===== src/rtl/cordic_sched_pkg.sv =====
// cordic_sched_pkg: shared types and default sizes for the CORDIC request scheduler
package cordic_sched_pkg;
    localparam int LATENCY_DEF    = 10;
    localparam int FIFO_DEPTH_DEF = 16;
    localparam int SAMPLE_W       = 4;
    localparam int ANGLE_W        = 16;
    localparam int N_REQ_DEF      = 4;
    localparam int TAG_ID_W       = $clog2(N_REQ_DEF);
    typedef enum logic [1:0] {IDLE, RUN, DRAIN} state_t;
    typedef struct packed {
        logic                valid;
        logic [TAG_ID_W-1:0] id;
    } tag_t;
endpackage


===== src/rtl/cordic_res_fifo.sv =====
// cordic_res_fifo: synchronous show-ahead FIFO with occupancy count
module cordic_res_fifo #(
    parameter int W = 18,
    parameter int DEPTH = 16,
    localparam int AW = DEPTH > 1 ? $clog2(DEPTH) : 1,
    localparam int CW = $clog2(DEPTH + 1)
) (
    input  logic          clock,
    input  logic          reset,
    input  logic          push,
    input  logic [W-1:0]  din,
    input  logic          pop,
    output logic [W-1:0]  dout,
    output logic          empty,
    output logic          full,
    output logic [CW-1:0] count
);
    logic [W-1:0]  mem [DEPTH];
    logic [AW-1:0] wr_ptr, rd_ptr;
    logic          do_push, do_pop;
    function automatic logic [AW-1:0] inc(input logic [AW-1:0] p);
        return (int'(p) == DEPTH - 1) ? '0 : p + 1'b1;
    endfunction
    assign empty   = count == '0;
    assign full    = count == CW'(DEPTH);
    assign do_push = push && !full;
    assign do_pop  = pop && !empty;
    assign dout    = empty ? '0 : mem[rd_ptr];
    always_ff @(posedge clock or posedge reset)
        if (reset) begin
            wr_ptr <= '0;
            rd_ptr <= '0;
            count  <= '0;
        end else begin
            if (do_push) wr_ptr <= inc(wr_ptr);
            if (do_pop) rd_ptr <= inc(rd_ptr);
            count <= count + CW'(do_push) - CW'(do_pop);
        end
    always_ff @(posedge clock)
        if (do_push) mem[wr_ptr] <= din;
endmodule


===== src/rtl/cordic_sched.sv =====
// cordic_sched: round-robin scheduler sharing one CORDIC pipeline between I/Q requesters
module cordic_sched
    import cordic_sched_pkg::*;
#(
    parameter int N_REQ = N_REQ_DEF,
    parameter int LATENCY = LATENCY_DEF,
    parameter int FIFO_DEPTH = FIFO_DEPTH_DEF,
    localparam int ID_W = N_REQ > 1 ? $clog2(N_REQ) : 1
) (
    input  logic                      clock,
    input  logic                      reset,
    input  logic [N_REQ-1:0]          i_req_valid,
    output logic [N_REQ-1:0]          o_req_ready,
    input  logic [SAMPLE_W*N_REQ-1:0] i_req_I,
    input  logic [SAMPLE_W*N_REQ-1:0] i_req_Q,
    output logic [SAMPLE_W-1:0]       o_cordic_I,
    output logic [SAMPLE_W-1:0]       o_cordic_Q,
    output logic                      o_cordic_rstn,
    input  logic [ANGLE_W-1:0]        i_cordic_angle,
    output logic                      o_res_valid,
    input  logic                      i_res_ready,
    output logic [ID_W-1:0]           o_res_id,
    output logic [ANGLE_W-1:0]        o_res_angle,
    input  logic                      i_enable,
    output logic                      o_busy
);
    localparam int CW = $clog2(FIFO_DEPTH + 1);
    state_t                  state, state_nx;
    logic [ID_W-1:0]         ptr, gnt_id;
    logic                    gnt_any, credit_ok, hs, push, empty, full;
    logic [CW-1:0]           fifo_count, inflight;
    tag_t                    tags [LATENCY];
    logic [1:0]              rstn_sr;
    logic [ID_W+ANGLE_W-1:0] head;
    function automatic logic [ID_W-1:0] wrap(input logic [ID_W-1:0] p, input int k);
        int s;
        s = int'(p) + k;
        return ID_W'(s >= N_REQ ? s - N_REQ : s);
    endfunction
    // Scan from the highest offset down so the nearest valid at/after ptr wins.
    always_comb begin
        gnt_any = 1'b0;
        gnt_id  = '0;
        for (int k = N_REQ - 1; k >= 0; k--)
            if (i_req_valid[wrap(ptr, k)]) begin
                gnt_any = 1'b1;
                gnt_id  = wrap(ptr, k);
            end
    end
    assign credit_ok   = int'(fifo_count) + int'(inflight) < FIFO_DEPTH;
    assign hs          = (state == RUN) && credit_ok && gnt_any;
    assign o_req_ready = hs ? N_REQ'(1) << gnt_id : '0;
    assign push        = tags[LATENCY-1].valid;
    assign o_busy      = state != IDLE;
    assign o_cordic_rstn = rstn_sr[1];
    always_comb begin
        state_nx = state;
        case (state)
            IDLE:    if (i_enable) state_nx = RUN;
            RUN:     if (!i_enable) state_nx = DRAIN;
            DRAIN:   if (i_enable) state_nx = RUN;
                     else if (inflight == '0 && empty) state_nx = IDLE;
            default: state_nx = IDLE;
        endcase
    end
    always_ff @(posedge clock or posedge reset)
        if (reset) begin
            state      <= IDLE;
            ptr        <= '0;
            inflight   <= '0;
            o_cordic_I <= '0;
            o_cordic_Q <= '0;
            rstn_sr    <= '0;
            for (int k = 0; k < LATENCY; k++) tags[k] <= '0;
        end else begin
            state      <= state_nx;
            rstn_sr    <= {rstn_sr[0], 1'b1};
            inflight   <= inflight + CW'(hs) - CW'(push);
            o_cordic_I <= hs ? i_req_I[int'(gnt_id)*SAMPLE_W +: SAMPLE_W] : '0;
            o_cordic_Q <= hs ? i_req_Q[int'(gnt_id)*SAMPLE_W +: SAMPLE_W] : '0;
            tags[0]    <= hs ? tag_t'{1'b1, TAG_ID_W'(gnt_id)} : '0;
            for (int k = 1; k < LATENCY; k++) tags[k] <= tags[k-1];
            if (hs) ptr <= wrap(gnt_id, 1);
        end
    cordic_res_fifo #(.W(ID_W + ANGLE_W), .DEPTH(FIFO_DEPTH)) u_fifo (
        .clock (clock),
        .reset (reset),
        .push  (push),
        .din   ({ID_W'(tags[LATENCY-1].id), i_cordic_angle}),
        .pop   (i_res_ready),
        .dout  (head),
        .empty (empty),
        .full  (full),
        .count (fifo_count)
    );
    assign o_res_valid = !empty;
    assign o_res_id    = head[ANGLE_W +: ID_W];
    assign o_res_angle = head[ANGLE_W-1:0];
    a_no_overflow: assert property (@(posedge clock) disable iff (reset) !(push && full));
endmodule


===== config.mk =====
export PLATFORM = sky130hd
export DESIGN_NAME = cordic_sched
export DESIGN_NICKNAME = d
export VERILOG_FILES = /design/src/rtl/cordic_sched_pkg.sv /design/src/rtl/cordic_res_fifo.sv /design/src/rtl/cordic_sched.sv
export SDC_FILE = /design/constraint.sdc
export NUM_CORES = 1
export LEC_CHECK = 0
export BUFFER_PORTS_ARGS = -buffer_cell sky130_fd_sc_hd__buf_2
export CAP_MARGIN = 20
export CORE_MARGIN = 8
export CORE_UTILIZATION = 45
export CTS_CLUSTER_SIZE = 25
export DETAILED_ROUTE_END_ITERATION = 12
export MAX_ROUTING_LAYER = met4
export PLACE_DENSITY = 0.67
export SLEW_MARGIN = 40
export SYNTH_ARGS = -nofsm -noshare
export SYNTH_HDL_FRONTEND = slang
export SYNTH_SLANG_ARGS = --single-unit

===== constraint.sdc =====
create_clock -name clock -period 3.15 [get_ports clock]
set_input_delay 0.63 -clock clock [delete_from_list [all_inputs] [get_ports clock]]
set_output_delay 0.63 -clock clock [all_outputs]
set_load 0.01 [all_outputs]

# Yosys cells after proc, flatten, opt, wreduce, memory -nomap -nowiden
# Memories as Yosys holds them, arrays and structs flattened.
# Index checks and enable logic that the tools add are counted.
# word_totals
word_cells	114
ramBits	288
ff_bits	62
inputBits	56
n_memories	1
output_inout_bits	33
# classes
magnitude_cmp	10
shifts	3
muxes	35
reduce_logical	12
n_eq_ne	8
n_addsub	16
# memory_table
name	depth	width	read_ports	rd_ports_with_merged_regs	wr	line_no	text
u_fifo.mem	16	18	1	0	1	cordic_res_fifo.sv:18	logic [W-1:0] mem [DEPTH];
# op_table
operator	count
variable part select 16 x 5 -> 4 bit	2
two-way mux 2 bit	13
two-way mux 4 bit	5
two-way mux 18 bit	1
greater-or-equal comparator 3 bit, second input constant	4
< comparator 2 x 3 -> 1 bit, second input constant	4
adder 5 x 1 -> 5 bit	2
zero test 5 bit	2
two-way mux 1 bit	10
subtractor 2 x 1 -> 2 bit, second input constant	5
subtractor 5 x 1 -> 5 bit	2
adder 4 x 1 -> 4 bit, second input constant	2
binary-select mux 1 bit (select 2 bit)	4
== test 4 x 1 -> 1 bit, second input constant	2
adder 2 x 1 -> 3 bit, second input constant	2
adder 2 x 2 -> 3 bit, second input constant	2
adder 5 x 5 -> 6 bit	1
< comparator 6 x 5 -> 1 bit, second input constant	1
case mux 2 bit (3 select lines)	1
== test 5 bit, second input constant	1
logical AND 1 bit	5
!= test 2 bit, second input constant	2
left shift 1 x 2 -> 4 bit, first input constant	1
greater-or-equal comparator 2 x 3 -> 1 bit, second input constant	1
8 further kinds	9

# Logic depth before layout (Yosys ltp)
# logic_depth
ltp_word	12
depth_mapped	14

# Hierarchy
# Synthesis repeated with hierarchy kept, for this count alone.
# hier_totals
hier_cells	704
hier_area_um2	13985.9
# modules_own_cells
module	n_inst	area_per_inst_um2	cells_each	seq_area_each_um2
cordic_res_fifo	1	11955.2	550	8973.6
cordic_sched	1	2030.7	154	1226.2

# Worst setup path after synthesis
# No wires, ideal clock.
# synth_path
path_type	register -> register
startpoint	register u_fifo.count[3]
endpoint	register u_fifo.count[4]
slack_ns	0.331
arrival_ns	2.696
stages_incl_launch_ff	15
period_less_slack_ns	2.819
cell_sequence	dfrtp_1 > inv_1 > ha_1 > or4b_1 > buf_2 > and2_4 > buf_6 > ha_1 > inv_1 > ha_1 > fa_1 > a21oi_1 > nor2_1 > nor2_1 > xnor2_1
# synth_rtl
element	line_no	text
start, declared	cordic_res_fifo.sv:16	output logic [CW-1:0] count
start signal, assigned	cordic_res_fifo.sv:37	count <= count + CW'(do_push) - CW'(do_pop);
zero test 5 bit	cordic_res_fifo.sv:24	assign empty = count == '0;
zero test 1 bit	n/a	
net o_res_valid	cordic_sched.sv:20	output logic o_res_valid,
logical AND 1 bit	cordic_res_fifo.sv:27	assign do_pop = pop && !empty;
net u_fifo.do_pop	cordic_res_fifo.sv:20	logic do_push, do_pop;
subtractor 5 x 1 -> 5 bit	cordic_res_fifo.sv:37	
# The timed path passes the listed nets, and every way through them passes these cells.
# A chain may end at the register's enable or synchronous reset.

# Worst setup path in the final report
# layout_path
startpoint	register u_fifo.rd_ptr[0]
endpoint	output o_res_angle[13]
# layout_via
elab_chain_len	2
# layout_rtl
element	line_no	text
start, declared	cordic_res_fifo.sv:19	logic [AW-1:0] wr_ptr, rd_ptr;
start signal, assigned	cordic_res_fifo.sv:36	if (do_pop) rd_ptr <= inc(rd_ptr);
memory read (16 x 18 bit)	n/a	
two-way mux 18 bit	cordic_res_fifo.sv:28	assign dout = empty ? '0 : mem[rd_ptr];
end, declared	cordic_sched.sv:23	output logic [ANGLE_W-1:0] o_res_angle,
# Every way passes these cells.

==> impl_metrics.toml <==
[synth]
synth-edff-count = 288
synth_xor_area_frac = 0.00638
syn_area_um2 = 13700
syn_nets = 769
synth.distinct_cells = 44
ys_warn_count = 0
muxShareOfSynthArea = 0.158
synthCells = 686
synth-simple-area-share = 0.0242
synth.avg_cell_area_um2 = 20.0
synthAdderAreaFrac = 0.0257
ys.flop_type = "edfxtp_1"
synth-async-reset-ratio = 0.177
seq_area_frac_synth = 0.743
ys_ff_latch = 350
synth_compound_area_frac = 0.0241
synth_top_family_by_area = "multiplexers"

[timing]
clock.fmax_ghz = 0.334
timing.final.crit_share = 0.951
fin_crit_ns = 2.99
setup_violations = 0
skew_ns = 0.0164
relSlewSlack = 0.654
finalHoldViolCount = 0
fin_setup_tns_ns = 0
worst_pin_slew_ns = 0.516
rsz0062_at_grt = "false"
slew_viol_final = 0

[setup_path]
reg2reg_slack_ns = 0.36
r2r_start = "u_fifo.count[3]$_DFF_PP0_"
startpoint_type = "flop"
path_class = "flop to primary output"
critPathMaxFanout = 14
arrival_ns = 2.36
worst_ep_required_time_ns = 2.52
worstSetupEndpointType = "primary output"
critPathLaunch = "u_fifo.rd_ptr[0]$_DFFE_PP0P_"

[drt]
wl_per_cell_um = 22.3
wl_mm = 27.7
first_iter_violations = 487
ant_nets = 0
avgViaCountPerCell = 5.49
via_count = 6801
drc_errors = 0
first_pass_iters = 8

[pwr]
intPower_w = 0.00973
irDropWorstVdd_mv = 0.387
clkPwrFrac = 0.282
p_leak_nw = 5.87
powerDensity_nw_per_um2 = 858
total_power_w = 0.0138
p_switching_w = 0.00405
p_seq_frac = 0.418
comb_power_share = 0.300
sw_frac_of_total = 0.294

[clock_network]
cts.path.max_buffers = 3
cts_buffers = 37
cts_root_buf = "clkbuf_16"
numClockSinks = 350
cts_tree = "done"
h-tree-depth = 2
clk_latency_ns = 0.51
clk_pin_slew_worst_paths_ns = 0.06

[global_route]
grt_pass1_vias = 7108
grt_max_degree = 55
grt_pass1_wl_mm = 42.9
grt-ovfl-total = 0
antenna_found_initial = 0
track_usage = 0.160

[floorplanning]
die_h_um = 191
initial_core_util = 0.453
rows = 64
ios = 89
fp.dieW_um = 191
core_area_um2 = 30300
die_area_um2 = 36400

[place]
gp_congestion = 0.746
dp_cells = 1172
dpl.hpwl_mm = 15.8
portBuffers = 88

[final_layout]
fin_nets = 901
multiInputGateArea_um2 = 3330
area_growth_pct = 16.9
most-common-layout-cells = "288 x edfxtp_1, 88 x buf_2, 72 x mux4_2"
fin_cells = 1239
fillers = 2367
layout_commonest_cell = "edfxtp_1"
final_layout_size_suffix_gt1_frac = 0.316
diodes = 0
regArea_um2 = 10200

[outcome]
outcome = "finished clean"

[min_path]
hold_class = "input pin to async pin"

[job]
maxCapViolCount = 0
-- worst max-delay path: stages (launching register included) --
cell     delay [ns]
dfrtp_4        0.63
buf_12         0.22
mux4_2         0.53
mux2i_1        0.17
o22ai_1        0.14
buf_2          0.17
-- per-stage QoR --
step / hold WS [ns] / instance area, µm² / utilization / worst slack, ns
after floorplan: 0.331 / 13700 / - / 0.331
after global placement: 0.332 / 14900 / 0.490 / 0.348
after detailed placement: 0.335 / 14900 / 0.490 / 0.301
after CTS: 0.0207 / 16000 / 0.528 / 0.0365
after global routing: 0.0248 / 16100 / 0.529 / 0.0475
final: 0.0359 / 16100 / 0.529 / 0.156
-- state kept, by name (all words and copies together), names as in the netlist, 4 cells and up --
| name | flops |
|---|---|
| u_fifo.wr_ptr | 4 |
| o_cordic_I | 4 |
| u_fifo.rd_ptr | 4 |
| o_cordic_Q | 4 |
| inflight | 5 |
| u_fifo.mem | 288 |
| u_fifo.count | 5 |
| tags | 29 |
-- layer usage --
| metal | global-route usage | routed length [µm] |
|---|---|---|
| met2 | 0.252 | 13500 |
| met5 | - | 0 |
| met1 | 0.214 | 12200 |
| met3 | 0.0324 | 1670 |
| met4 | 0.0370 | 392 |
-- cell families (layout without fill, tap and decap cells) --
kind of cell	Yosys count	after routing
AND/OR/NAND/NOR	63	63
XOR/XNOR	10	10
adder cells (fa/ha/maj)	27	27
AO/OA/AOI/OAI	52	52
multiplexers	126	126
buffers and inverters	57	214
flip-flops	350	350
other	1	1
-- synth_stat cells, types with 3 or more instances --
cell type / number / area share
a21oi_1: 10 / 0.0036
buf_1: 4 / 0.0011
nor3_1: 4 / 0.0015
xnor2_1: 7 / 0.0045
mux4_2: 72 / 0.12
a221oi_1: 3 / 0.0019
buf_4: 6 / 0.0033
nand3_1: 4 / 0.0015
buf_2: 9 / 0.0033
nor2_1: 15 / 0.0041
o22ai_1: 24 / 0.011
inv_1: 26 / 0.0071
xor2_1: 3 / 0.0019
edfxtp_1: 288 / 0.63
o21ai_0: 6 / 0.0022
nand2_1: 12 / 0.0033
a21o_1: 3 / 0.0016
dfrtp_1: 62 / 0.11
nand2b_1: 3 / 0.0014
and2_1: 13 / 0.0059
ha_1: 25 / 0.023
clkbuf_1: 10 / 0.0027
mux2i_1: 52 / 0.038
-- cell type report --
class | count | share of cell area
Timing Repair Buffer | 123 | 0.0519
Tap cell | 396 | 0.0309
Clock buffer | 48 | 0.0622
Multi-Input combinational cell | 279 | 0.207
Sequential cell | 350 | 0.636
Clock inverter | 16 | 0.00577
Inverter | 27 | 0.00631
-- timing repair --
action | CTS | global route
endpoints found under the hold margin | 0 | 0
pin swaps | 0 | 0
hold buffers | 0 | 0
gates resized for setup | 2 | 6
endpoints found under the setup margin | 9 | 13
setup buffers | 2 | 1
-- worst paths after layout --
kind,cells after the start,to
worst max-delay path,5,o_res_angle[13]
worst min-delay path,2,o_cordic_I[1]$_DFF_PP0_
worst max register to register,12,u_fifo.count[4]$_DFF_PP0_
worst min register to register,0,tags[1]$_DFF_PP0_
max in group asynchronous,3,u_fifo.rd_ptr[0]$_DFFE_PP0P_
min in group clock,2,state[1]$_DFFE_PP0P_
-- power by group through the flow --
stage	clock (W)	sequential [W]	combinational (W)
floorplan	0	0.00565	0.00297
global placement	0	0.00590	0.00398
detailed placement	0	0.00592	0.00401
CTS	0.00399	0.00576	0.00418
global route	0.00417	0.00581	0.00453
finish	0.00389	0.00576	0.00413
No activity file was read; power rests on OpenSTA's default activity.
